--- src/rtl/clk_div_pkg.sv ---
// clk_div_pkg: shared constants and helpers for the programmable clock divider.
//   DEFAULT_CNT_W / DEFAULT_DIV : default counter width and reset divisor
//   ch_idx_w()                  : channel-index width, clog2 with a minimum of 1
// The per-channel state struct is declared inside clk_div_chan, because its
// field widths depend on that module's CNT_W parameter.
package clk_div_pkg;

  localparam int          DEFAULT_CNT_W = 26;
  localparam int unsigned DEFAULT_DIV   = 50_000_000;

  // A single channel still needs a 1-bit select.
  function automatic int ch_idx_w(input int n);
    if (n <= 2) return 1;
    else        return $clog2(n);
  endfunction

endpackage

--- src/rtl/clk_div_chan.sv ---
// clk_div_chan: one divider channel.
//   clk, rst_n  : clock, async active-low reset
//   en          : run enable (level)
//   wr, wr_div  : accepted divisor write for this channel and its value
//   sync        : phase restart, present only with CLK_DIV_PROG_SYNC_EN
//   pending     : shadow divisor is waiting for a terminal count
//   clk_out     : divided square wave, period 2*(div_reg+1)
//   tick        : one-cycle strobe on every clk_out toggle
// Optional macro: CLK_DIV_PROG_SYNC_EN.
module clk_div_chan
  import clk_div_pkg::*;
#(
  parameter int          CNT_W   = DEFAULT_CNT_W,
  parameter int unsigned RST_DIV = 3
) (
  input  logic             clk,
  input  logic             rst_n,
  input  logic             en,
  input  logic             wr,
  input  logic [CNT_W-1:0] wr_div,
`ifdef CLK_DIV_PROG_SYNC_EN
  input  logic             sync,
`endif
  output logic             pending,
  output logic             clk_out,
  output logic             tick
);

  typedef struct packed {
    logic [CNT_W-1:0] cnt;
    logic [CNT_W-1:0] div_reg;
    logic [CNT_W-1:0] shadow;
    logic             pending;
    logic             out;
    logic             tick;
  } chan_state_t;

  chan_state_t st, nxt;

  always_comb begin
    nxt      = st;
    nxt.tick = 1'b0;
    if (!en) begin
      nxt.cnt = '0;
      nxt.out = 1'b0;
      if (st.pending) begin
        nxt.div_reg = st.shadow;
        nxt.pending = 1'b0;
      end
      // Idle channel: no terminal count to wait for, load straight away.
      if (wr) nxt.div_reg = wr_div;
    end else begin
`ifdef CLK_DIV_PROG_SYNC_EN
      if (sync) begin
        nxt.cnt = '0;
        nxt.out = 1'b0;
        if (st.pending) begin
          nxt.div_reg = st.shadow;
          nxt.pending = 1'b0;
        end
      end else
`endif
      if (st.cnt == st.div_reg) begin
        nxt.cnt  = '0;
        nxt.out  = ~st.out;
        nxt.tick = 1'b1;
        // Reload only at wrap, so cnt never overshoots a smaller divisor.
        if (st.pending) begin
          nxt.div_reg = st.shadow;
          nxt.pending = 1'b0;
        end
      end else begin
        nxt.cnt = st.cnt + 1'b1;
      end
      // Evaluated after the reload: a write coinciding with a terminal
      // count waits for the following one.
      if (wr) begin
        nxt.shadow  = wr_div;
        nxt.pending = 1'b1;
      end
    end
  end

  always_ff @(posedge clk or negedge rst_n) begin
    if (!rst_n) begin
      st.cnt     <= '0;
      st.div_reg <= CNT_W'(RST_DIV);
      st.shadow  <= '0;
      st.pending <= 1'b0;
      st.out     <= 1'b0;
      st.tick    <= 1'b0;
    end else begin
      st <= nxt;
    end
  end

  assign pending = st.pending;
  assign clk_out = st.out;
  assign tick    = st.tick;

endmodule

--- src/rtl/clk_div_prog.sv ---
// clk_div_prog: multi-channel runtime-programmable clock/tick divider.
//   clk, rst_n         : clock, async active-low reset
//   en[CHANNELS]       : per-channel run enable
//   cfg_valid/cfg_ready: divisor write handshake; cfg_ch selects the channel,
//                        cfg_div carries the value. Out-of-range cfg_ch is
//                        accepted and dropped.
//   sync               : global phase restart (effective only with
//                        CLK_DIV_PROG_SYNC_EN defined, otherwise ignored)
//   pending, clk_out, tick : per-channel status and outputs
// Optional macro: CLK_DIV_PROG_SYNC_EN.
module clk_div_prog #(
  parameter  int          CHANNELS    = 4,
  parameter  int          CNT_W       = clk_div_pkg::DEFAULT_CNT_W,
  parameter  int unsigned DEFAULT_DIV = clk_div_pkg::DEFAULT_DIV,
  localparam int          CH_W        = clk_div_pkg::ch_idx_w(CHANNELS)
) (
  input  logic                clk,
  input  logic                rst_n,
  input  logic [CHANNELS-1:0] en,
  input  logic                cfg_valid,
  output logic                cfg_ready,
  input  logic [CH_W-1:0]     cfg_ch,
  input  logic [CNT_W-1:0]    cfg_div,
  input  logic                sync,
  output logic [CHANNELS-1:0] pending,
  output logic [CHANNELS-1:0] clk_out,
  output logic [CHANNELS-1:0] tick
);

  import clk_div_pkg::*;

  localparam int NSLOT = 2 ** CH_W;

  // Zero-padded so unused select codes read as "not pending" -> ready.
  logic [NSLOT-1:0] pend_ext;
  assign pend_ext  = NSLOT'(pending);
  assign cfg_ready = ~pend_ext[cfg_ch];

`ifndef CLK_DIV_PROG_SYNC_EN
  logic unused_sync;
  assign unused_sync = sync;
`endif

  for (genvar g = 0; g < CHANNELS; g++) begin : g_ch
    logic wr;
    assign wr = cfg_valid && cfg_ready && (cfg_ch == CH_W'(g));

    clk_div_chan #(
      .CNT_W   (CNT_W),
      .RST_DIV (DEFAULT_DIV)
    ) u_chan (
      .clk     (clk),
      .rst_n   (rst_n),
      .en      (en[g]),
      .wr      (wr),
      .wr_div  (cfg_div),
`ifdef CLK_DIV_PROG_SYNC_EN
      .sync    (sync),
`endif
      .pending (pending[g]),
      .clk_out (clk_out[g]),
      .tick    (tick[g])
    );
  end

endmodule

--- config.mk ---
export PLATFORM = sky130hd
export DESIGN_NAME = clk_div_prog
export DESIGN_NICKNAME = d
export VERILOG_FILES = /design/src/rtl/clk_div_pkg.sv /design/src/rtl/clk_div_chan.sv /design/src/rtl/clk_div_prog.sv
export SDC_FILE = /design/constraint.sdc
export NUM_CORES = 1
export LEC_CHECK = 0
export BUFFER_PORTS_ARGS = -buffer_cell sky130_fd_sc_hd__buf_2
export CAP_MARGIN = 30
export CORE_UTILIZATION = 40
export DETAILED_ROUTE_END_ITERATION = 6
export GPL_ROUTABILITY_DRIVEN = 0
export MAX_ROUTING_LAYER = met4
export PLACE_DENSITY_LB_ADDON = 0.15
export SYNTH_ARGS = -nofsm -noshare
export SYNTH_HDL_FRONTEND = slang
export SYNTH_HIERARCHICAL = 1
export SYNTH_SLANG_ARGS = --single-unit
export TNS_END_PERCENT = 1
--- constraint.sdc ---
create_clock -name clk -period 2.3 [get_ports clk]
set_input_delay 0.345 -clock clk [delete_from_list [all_inputs] [get_ports clk]]
set_output_delay 0.345 -clock clk [all_outputs]
set_load 0.05 [all_outputs]
==> flow_metrics.py, run 1 <==
metrics = {
    "placed_design": {
        "post-place-ws_ps": 194,
        "hpwl_um": 24900,
        "io_buffers": 47,
        "dp_cells": 1916,
    },
    "clocking": {
        "cts_inserted_buffers": 37,
        "cts_tree": "built",
        "clock-sinks": 324,
        "clockBufferDepth": 3,
        "clk_latency_ps": 520,
        "path_clk_slew_ps": 60,
        "cts_max_level": 2,
        "root_buffer": "clkbuf_16",
        "post_cts_buffers": 0,
    },
    "detailed_routing": {
        "highest_layer": "met4",
        "drt_pass1_iterations": 4,
        "wl_met1_um": 18200,
        "routed_via_density": 5.36,
        "dr_total_vias": 10600,
        "ant_nets": 0,
        "drtIter0Drc": 593,
        "drc": 0,
        "wl_per_cell_um": 19.2,
        "route.met3.wl_um": 1040,
        "met2_length_um": 18100,
        "drt_wl_total_um": 38100,
    },
    "logic_synthesis": {
        "synth_cell_type_count": 36,
        "synth-seq-area-share_pct": 52.2,
        "synth.avg_cell_area_um2": 11.4,
        "syn-num-nets": 1417,
        "netlist_instances": 1377,
        "synth_area_mm2": 0.0157,
        "ys.warnings.count": 6,
        "ys_ff_latch": 324,
    },
    "setup_path": {
        "crit_required_ps": 1960,
        "regToRegSetupSlack_ps": 170,
        "crit_chain": "mux4_2 -> inv_1 -> buf_2",
        "worstSetupPathType": "register to output pin",
        "crit_family": "multiplexers",
        "r2r_start": "g_ch[2].u_chan/st[50]",
        "crit_start": "g_ch[2].u_chan/pending",
        "timing.rr.end": "g_ch[2].u_chan/st[31]",
        "endpoint": "cfg_ready",
        "cp.depth": 3,
        "worst_r2r_path_depth": 6,
        "slowest_stage": "mux4_2",
        "endpoint_kind": "output pin",
        "start_kind": "register",
        "crit_buf_inv": 2,
        "cp_max_fo": 3,
        "critical_path_arrival_ps": 1800,
        "cpPeakStageDelay_ps": 490,
    },
    "pwr": {
        "leakagePower_nw": 7.53,
        "ir_drop_mv": 0.426,
        "power_density_mw_per_mm2": 862,
    },
    "global_route": {
        "overflow": 0,
        "grt_pass1_vias": 10600,
        "antenna_found_initial": 1,
        "track_usage_pct": 20.3,
        "grt_pass1_wl_um": 60500,
        "grt_max_degree": 67,
    },
    "timing": {
        "fmax_mhz": 466,
        "maxSlewHeadroom_pct": 62.0,
        "worst_slack_ps": 153,
        "finalSetupViolCount": 0,
        "final_max_slew_viol_count": 0,
        "worst_slew_pin_slew_ps": 570,
        "hold_viol_final": 0,
        "setup_tns_ps": 0,
        "period_share_pct": 93.4,
        "fin_skew_ps": 14.1,
        "rsz0062_at_grt": "no",
        "fin_worst_hold_slack_ps": 152,
        "min_period_ps": 2150,
    },
    "finish": {
        "final_layout_size_suffix_gt1_share_pct": 22.2,
        "fin_util_pct": 46.7,
        "instances_no_fill": 1985,
        "antenna_cells": 0,
        "area_growth_pct": 15.2,
        "nets": 1478,
    },
    "run_status": {
        "outcome": "finished, final reports clean",
    },
    "worst_hold_path": {
        "hp-start": "en[2]",
        "hp-class": "input pin to register",
    },
    "floorplanning": {
        "fp.coreArea_mm2": 0.0386,
        "die_w_um": 200,
        "io-pin-count": 49,
        "start_util_pct": 40.5,
        "fp.dieH_um": 200,
        "die_area_mm2": 0.0399,
        "num_rows": 72,
    },
    "flow_run": {
        "maxCapViolCount": 0,
    },
}
[registers in the layout (all words and copies together), names as in the netlist]
| name | flops |
|---|---|
| g_ch.u_chan/clk_out | 4 |
| g_ch.u_chan/tick | 4 |
| g_ch.u_chan/pending | 4 |
| g_ch.u_chan/st | 312 |
[cell families after synthesis]
group	synth area share (%)
XOR/XNOR	11.2
AO/OA/AOI/OAI	10.4
AND/OR/NAND/NOR	15.4
buffers and inverters	2.93
adder cells (fa/ha/maj)	0.320
multiplexers	7.62
flip-flops	52.2
[per-layer routing]
layer  vias up  global-route usage [%]
li1       5057                       -
met1      5407                    27.5
met2       128                    32.3
met3        50                    2.64
met4         0                    5.20
met5         -                       -
[repair_timing]
item,in CTS,in global routing
hold buffers,1,0
gates resized for setup,0,1
setup endpoints to repair,0,3
hold endpoints to repair,53,0
[cell usage after synthesis (all sizes together)]
library cell	n	area (µm²)
xnor2	24	210
nor3b	1	7.51
and4bb	1	12.5
and4	17	151
o21ai	116	596
nor3	14	70.1
or4b	1	10.0
nand3	38	190
buf	33	215
o221ai	4	105
nand3b	104	781
clkbuf	46	173
and2	8	51.3
dfstp	48	1260
or3	4	25.0
nand4	41	282
mux2	104	1170
ha	4	50.1
xor2	176	1540
dfrtp	276	6910
inv	19	71.3
nor2	116	435
a2bb2oi	104	911
nor4b	1	8.76
and3	13	82.6
nand2	35	131
mux4	1	22.5
nor4	24	169
a21oi	4	20.0
[power breakdown]
group	leakage, nW	internal [mW]	total [mW]	switching (mW)
Clock	0.612	3.77	6.11	2.34
Combinational	2.95	1.19	2.11	0.920
Sequential	3.97	6.76	7.33	0.575
Total	7.53	11.7	15.5	3.83
[tightest hold or removal path, stage by stage]
cell,delay (ps)
buf_2,150
inv_1,100
a21oi_1,50
[placed cells by master (no fill, tap or decap), drive strengths merged]
master       Yosys  final
a21oi            4      4
a2bb2oi        104    104
and2             8      8
and3            13     13
and4            17     17
and4bb           1      1
buf             33    100
bufinv           0      4
clkbuf          46     61
clkinv           0      2
dfrtp          276    276
dfstp           48     48
dlygate4sd3      0      1
ha               4      4
inv             19     20
mux2           104    104
mux4             1      1
nand2           35     35
nand3           38     38
nand3b         104    104
nand4           41     41
nor2           116    116
nor3            14     14
nor3b            1      1
nor4            24     24
nor4b            1      1
o21ai          116    116
o221ai           4      4
or3              4      4
or4b             1      1
xnor2           24     24
xor2           176    176
[layout make-up]
class	count	area, µm²
fillers	3552	20600
flip-flops and latches	324	8170
multi-input cells	955	7070
clock buffers	61	1120
repair buffers	101	828
well taps	518	648
clock inverters	7	139
inverters	19	71.3
[through the flow]
| step | cell area [µm²] | total power [mW] |
|---|---|---|
| 2_1_floorplan | 15700 | 8.79 |
| 3_3_place_gp | 16800 | 9.50 |
| 3_5_place_dp | 16800 | 9.55 |
| 4_1_cts | 18000 | 15.8 |
| 5_1_grt | 18000 | 16.3 |
| 6_report | 18000 | 15.5 |
[how the worst min path moves through the flow]
stage	end	slack, ps	cells after the start
floorplan	g_ch[0].u_chan/clk_out	50	0
global placement	g_ch[1].u_chan/st[5]	360	1
detailed placement	g_ch[1].u_chan/st[29]	360	1
CTS	g_ch[2].u_chan/clk_out	120	3
global route	g_ch[2].u_chan/tick	150	3
finish	g_ch[2].u_chan/clk_out	150	3
(Power assumes the default switching activity.)
==> run 2: changes to the inputs <==
- REMOVE_ABC_BUFFERS: unset -> 1
==> run 2 against run 1 <==
Effect of this change:
- sequential cell count stayed put
- maximum frequency is 2.1% lower
- first-iteration DRC count fell by 18%
- register-to-register slack got worse by 40 ps
- utilization up 0.36 points
- sequential power is essentially flat
- power grew 0.65%
- worst setup slack lost 46 ps
- critical path depth is the same
- count of clock-buffer cells in the layout fell by 3
- critical path type unchanged
- largest power group unchanged
==> flow_metrics.py, run 2 (synthesis results as in run 1) <==
metrics = {
    "detailed_routing": {
        "ant_nets": 0,
        "drc": 0,
        "wl_per_cell_um": 19.1,
        "drt_pass1_iterations": 4,
        "routed_via_density": 5.29,
        "dr_total_vias": 10500,
        "drtIter0Drc": 487,
        "drt_wl_total_um": 37900,
    },
    "clocking": {
        "clockBufferDepth": 3,
        "cts_inserted_buffers": 37,
        "root_buffer": "clkbuf_16",
        "cts_tree": "built",
        "clk_latency_ps": 530,
        "cts_max_level": 2,
        "clock-sinks": 324,
        "path_clk_slew_ps": 60,
        "post_cts_buffers": 0,
    },
    "finish": {
        "final_layout_size_suffix_gt1_share_pct": 22.9,
        "fin_util_pct": 47.0,
        "multi_input_area_mm2": 0.00707,
        "final_common_cell": "dfrtp_1",
        "nets": 1478,
        "largest_register_ffs": 312,
        "area_growth_pct": 16.1,
        "final_area_mm2": 0.0182,
        "regMostFlops": "g_ch.u_chan/st",
        "regArea_mm2": 0.00817,
        "most-common-layout-cells": "276 x dfrtp_1, 176 x xor2_1, 116 x nor2_1",
        "nFillCells": 3564,
    },
    "timing": {
        "final_max_slew_viol_count": 0,
        "rsz0062_at_grt": "no",
        "min_period_ps": 2190,
        "period_share_pct": 95.4,
        "hold_viol_final": 0,
        "maxSlewHeadroom_pct": 57.8,
        "fmax_mhz": 456,
        "finalSetupViolCount": 0,
        "fin_skew_ps": 13.9,
        "setup_tns_ps": 0,
        "worst_slew_pin_slew_ps": 628,
    },
    "floorplanning": {
        "fp.dieH_um": 200,
        "die_w_um": 200,
        "die_area_mm2": 0.0399,
        "io-pin-count": 49,
        "num_rows": 72,
        "start_util_pct": 40.5,
        "fp.coreArea_mm2": 0.0386,
    },
    "setup_path": {
        "crit_start": "g_ch[3].u_chan/pending",
        "worstSetupPathType": "register to output pin",
        "crit_chain": "mux4_2 -> inv_1 -> buf_2",
        "critical_path_arrival_ps": 1850,
        "crit_family": "multiplexers",
        "crit_required_ps": 1960,
        "cp_max_fo": 3,
        "crit_buf_inv": 2,
        "endpoint_kind": "output pin",
        "r2r_start": "g_ch[2].u_chan/st[54]",
        "cpPeakStageDelay_ps": 540,
        "slowest_stage": "mux4_2",
        "start_kind": "register",
    },
    "pwr": {
        "leakagePower_nw": 7.60,
        "ir_drop_mv": 0.499,
        "power_density_mw_per_mm2": 861,
        "finalPower_mw": 15.7,
    },
    "placed_design": {
        "place_area_mm2": 0.0169,
        "io_buffers": 47,
        "hpwl_um": 25000,
    },
    "global_route": {
        "grt_max_degree": 68,
        "overflow": 0,
        "grt_pass1_vias": 10700,
        "top_usage_layer": "met2",
        "use_met2_pct": 31.8,
        "grt_pass1_wl_um": 61000,
        "track_usage_pct": 20.5,
        "antenna_found_initial": 1,
        "use_met3_pct": 3.09,
        "grt_util_met1_pct": 27.7,
    },
    "worst_hold_path": {
        "hp-class": "input pin to register",
        "hp-start": "en[3]",
    },
    "run_status": {
        "outcome": "finished, final reports clean",
    },
    "flow_run": {
        "maxCapViolCount": 0,
    },
}
[run 2: cell types whose count changed in the layout (fill, tap and decap cells not counted), sizes merged]
cell	previous run	this run
clkinv	2	6
clkbuf	61	58
bufinv	4	3
diode	0	1
[run 2: worst paths after layout]
check / endpoint / slack (ps) / cells past startpoint
setup / recovery: cfg_ready / 110 / 3
hold / removal: g_ch[3].u_chan/clk_out / 140 / 3
setup reg to reg: g_ch[2].u_chan/st[33] / 130 / 6
hold reg to reg: g_ch[2].u_chan/st[13] / 490 / 1
max in group asynchronous: g_ch[0].u_chan/st[48] / 1110 / 3
min in group asynchronous: g_ch[1].u_chan/st[72] / 390 / 2
[run 2: final cells by class]
cell class | count | share of cell area [%]
sequential | 324 | 44.9
antenna | 1 | 0.0138
timing repair buffer | 101 | 5.04
clock inverter | 10 | 0.709
inverter | 19 | 0.392
clock buffer | 58 | 6.48
tap | 518 | 3.56
multi-input combinational | 955 | 38.9
[run 2: what timing repair did]
item | in CTS | in global routing
endpoints found under the hold margin | 49 | 0
setup endpoints to repair | 0 | 14
hold buffers | 1 | 0
gates resized for setup | 0 | 1
[run 2: power breakdown]
part | switching [mW] | total (mW) | internal, mW
Combinational | 0.905 | 2.11 | 1.20
Clock | 2.37 | 6.22 | 3.85
Sequential | 0.563 | 7.32 | 6.75
[run 2: through the flow]
| stage | worst slack, ps | std cells | hold slack [ps] |
|---|---|---|---|
| floorplan | -678 | 1298 | 49.4 |
| global placement | 93.9 | 1916 | 368 |
| detailed placement | 129 | 1916 | 370 |
| CTS | 54.7 | 1985 | 116 |
| global route | 5.69 | 1986 | 145 |
| finish | 106 | 1986 | 142 |
[run 2: per-layer routing]
metal	share of wire, %	up-vias	wire length (µm)
met3	3.2	52	1210
met2	46	118	17500
li1	-	5060	-
met4	2.5	0	938
met5	0	-	0
met1	48	5272	18300
[run 2: worst reg2reg max path: cells and delay by family (launching register included)]
| kind | cells | cell delay (ps) |
|---|---|---|
| AOI/OAI and AO/OA | 2 | 390 |
| xor gates and xnor gates | 1 | 90 |
| buffers and inverters | 1 | 230 |
| DFF | 1 | 540 |
| and+or+nand+nor | 2 | 810 |
==> run 3: changes to the inputs <==
- clock period: 2.3 -> 2 ns (I/O delays scaled with it)
==> run 3 against run 2 <==
Effect of this change:
- the flow now finishes with violations (DRC, setup timing)
- hold slack worse by 28 ps
- sequential power increased by 16%
- clock skew rose by 2.3 ps
==> flow_metrics.py, run 3 (synthesis results as in run 1) <==
metrics = {
    "run_status": {
        "outcome": "finished, violations left",
        "violations": "DRC, setup timing",
    },
    "global_route": {
        "grt_pass1_vias": 11000,
        "track_usage_pct": 21.3,
        "overflow": 0,
        "grt_pass1_wl_um": 63000,
        "grt_max_degree": 63,
        "antenna_found_initial": 3,
    },
    "setup_path": {
        "critical_path_arrival_ps": 2630,
        "r2r_start": "g_ch[2].u_chan/st[50]",
        "worstSetupPathType": "register to register",
        "crit_required_ps": 2460,
        "worst_r2r_path_depth": 9,
        "start_kind": "register",
        "endpoint_kind": "register",
        "cp_max_fo": 7,
        "timing.rr.end": "g_ch[2].u_chan/st[37]",
        "regToRegSetupSlack_ps": -160,
    },
    "timing": {
        "rsz0062_at_grt": "yes",
        "worst_slew_pin_slew_ps": 468,
        "period_share_pct": 108,
        "min_period_ps": 2160,
        "fmax_mhz": 462,
        "final_max_slew_viol_count": 0,
        "finalSetupViolCount": 76,
        "hold_viol_final": 0,
        "setup_tns_ps": -6640,
        "fin_skew_ps": 16.2,
        "maxSlewHeadroom_pct": 68.8,
        "worst_slack_ps": -165,
    },
    "floorplanning": {
        "start_util_pct": 40.5,
        "num_rows": 72,
        "die_w_um": 200,
        "io-pin-count": 49,
        "fp.coreArea_mm2": 0.0386,
        "fp.dieH_um": 200,
        "die_area_mm2": 0.0399,
    },
    "finish": {
        "final_layout_size_suffix_gt1_share_pct": 31.2,
        "nFillCells": 3478,
        "largest_register_ffs": 312,
        "most-common-layout-cells": "275 x dfrtp_1, 176 x xor2_1, 114 x nor2_1",
        "fin_util_pct": 49.8,
        "nets": 1553,
        "regMostFlops": "g_ch.u_chan/st",
        "final_common_cell": "dfrtp_1",
        "area_growth_pct": 22.9,
        "multi_input_area_mm2": 0.00750,
        "regArea_mm2": 0.00817,
    },
    "clocking": {
        "clock-sinks": 324,
        "root_buffer": "clkbuf_16",
        "clk_latency_ps": 530,
        "clockBufferDepth": 3,
        "cts_max_level": 2,
        "path_clk_slew_ps": 60,
        "cts_tree": "built",
        "cts_inserted_buffers": 37,
    },
    "placed_design": {
        "hpwl_um": 25600,
        "io_buffers": 47,
    },
    "flow_run": {
        "maxCapViolCount": 0,
    },
    "pwr": {
        "ir_drop_mv": 0.620,
        "power_density_mw_per_mm2": 937,
        "leakagePower_nw": 8.08,
    },
    "detailed_routing": {
        "ant_nets": 0,
        "drc": 2,
        "routed_via_density": 5.27,
        "dr_total_vias": 10900,
        "drt_wl_total_um": 40000,
        "wl_per_cell_um": 19.4,
        "drtIter0Drc": 608,
        "drt_pass1_iterations": 7,
    },
    "worst_hold_path": {
        "hold_depth": 3,
        "hold_path_end": "g_ch[1].u_chan/clk_out",
        "hp-start": "en[1]",
        "hp-class": "input pin to register",
    },
}
==> run 3: changes by cell type in the layout (fill, tap and decap cells not counted), sizes merged <==
cell	previous run	this run
buf	100	173
bufinv	3	2
clkbuf	58	56
inv	20	21
clkinv	6	9
diode	1	4
==> run 3: report_power, final <==
group	switching [mW]	leakage [nW]	internal (mW)
combinational	1.17	3.51	1.60
sequential	0.692	3.97	7.77
clock	2.75	0.609	4.04
total	4.62	8.08	13.4
==> run 3: layout make-up <==
class | count | share of cell area, %
Clock inverter | 13 | 0.637
Clock buffer | 54 | 5.66
Multi-Input combinational cell | 955 | 39.0
Tap cell | 518 | 3.37
Inverter | 19 | 0.384
Timing Repair Buffer | 176 | 8.43
Sequential cell | 324 | 42.5
Antenna cell | 4 | 0.0520
==> run 3: worst max-delay path: stages (launching register included) <==
cell and delay (ps):
dfstp_2 540, xor2_1 80, nor4_2 370, buf_4 180, nand4_4 80, buf_6 150, o221ai_4 240, buf_6 170
buf_16 140, a2bb2oi_2 130
==> run 3: per-layer routing <==
| layer | vias up | global-route usage, % | wire length, µm |
|---|---|---|---|
| met2 | 133 | 33.3 | 18800 |
| met3 | 44 | 3.51 | 1360 |
| met5 | - | - | 0 |
| li1 | 5210 | - | - |
| met1 | 5484 | 29.1 | 19200 |
| met4 | 0 | 4.66 | 614 |
==> run 3: what timing repair did <==
| item | in CTS | in global routing |
|---|---|---|
| resized for setup | 24 | 64 |
| setup endpoints to repair | 200 | 216 |
| setup buffers | 3 | 4 |
| hold buffers | 1 | 0 |
| cloned | 3 | 2 |
| hold endpoints to repair | 26 | 0 |
| pin swaps | 8 | 6 |
==> run 3: worst max-delay path by stage <==
stage / endpoint / startpoint / slack [ps] / cells past startpoint
finish: g_ch[2].u_chan/st[37] / g_ch[2].u_chan/st[50] / -160 / 9
global route: g_ch[2].u_chan/st[41] / g_ch[2].u_chan/st[50] / -210 / 9
CTS: g_ch[2].u_chan/st[41] / g_ch[2].u_chan/st[32] / -120 / 8
detailed placement: g_ch[1].u_chan/st[46] / cfg_ch[0] / -190 / 7
global placement: g_ch[2].u_chan/clk_out / g_ch[2].u_chan/st[50] / -180 / 8
floorplan: g_ch[2].u_chan/st[29] / g_ch[2].u_chan/pending / -980 / 4
==> run 3: stage by stage <==
step / cells / worst slack [ps] / area [µm²] / hold WS, ps / total power, mW
final: 2063 / -165 / 19200 / 114 / 18.0
after global routing: 2061 / -209 / 19200 / 105 / 18.9
after CTS: 2053 / -121 / 18800 / 83.0 / 18.0
after detailed placement: 1979 / -189 / 17300 / 258 / 11.0
after global placement: 1979 / -175 / 17300 / 261 / 10.9
after floorplan: 1298 / -978 / 15300 / 4.41 / 10.1
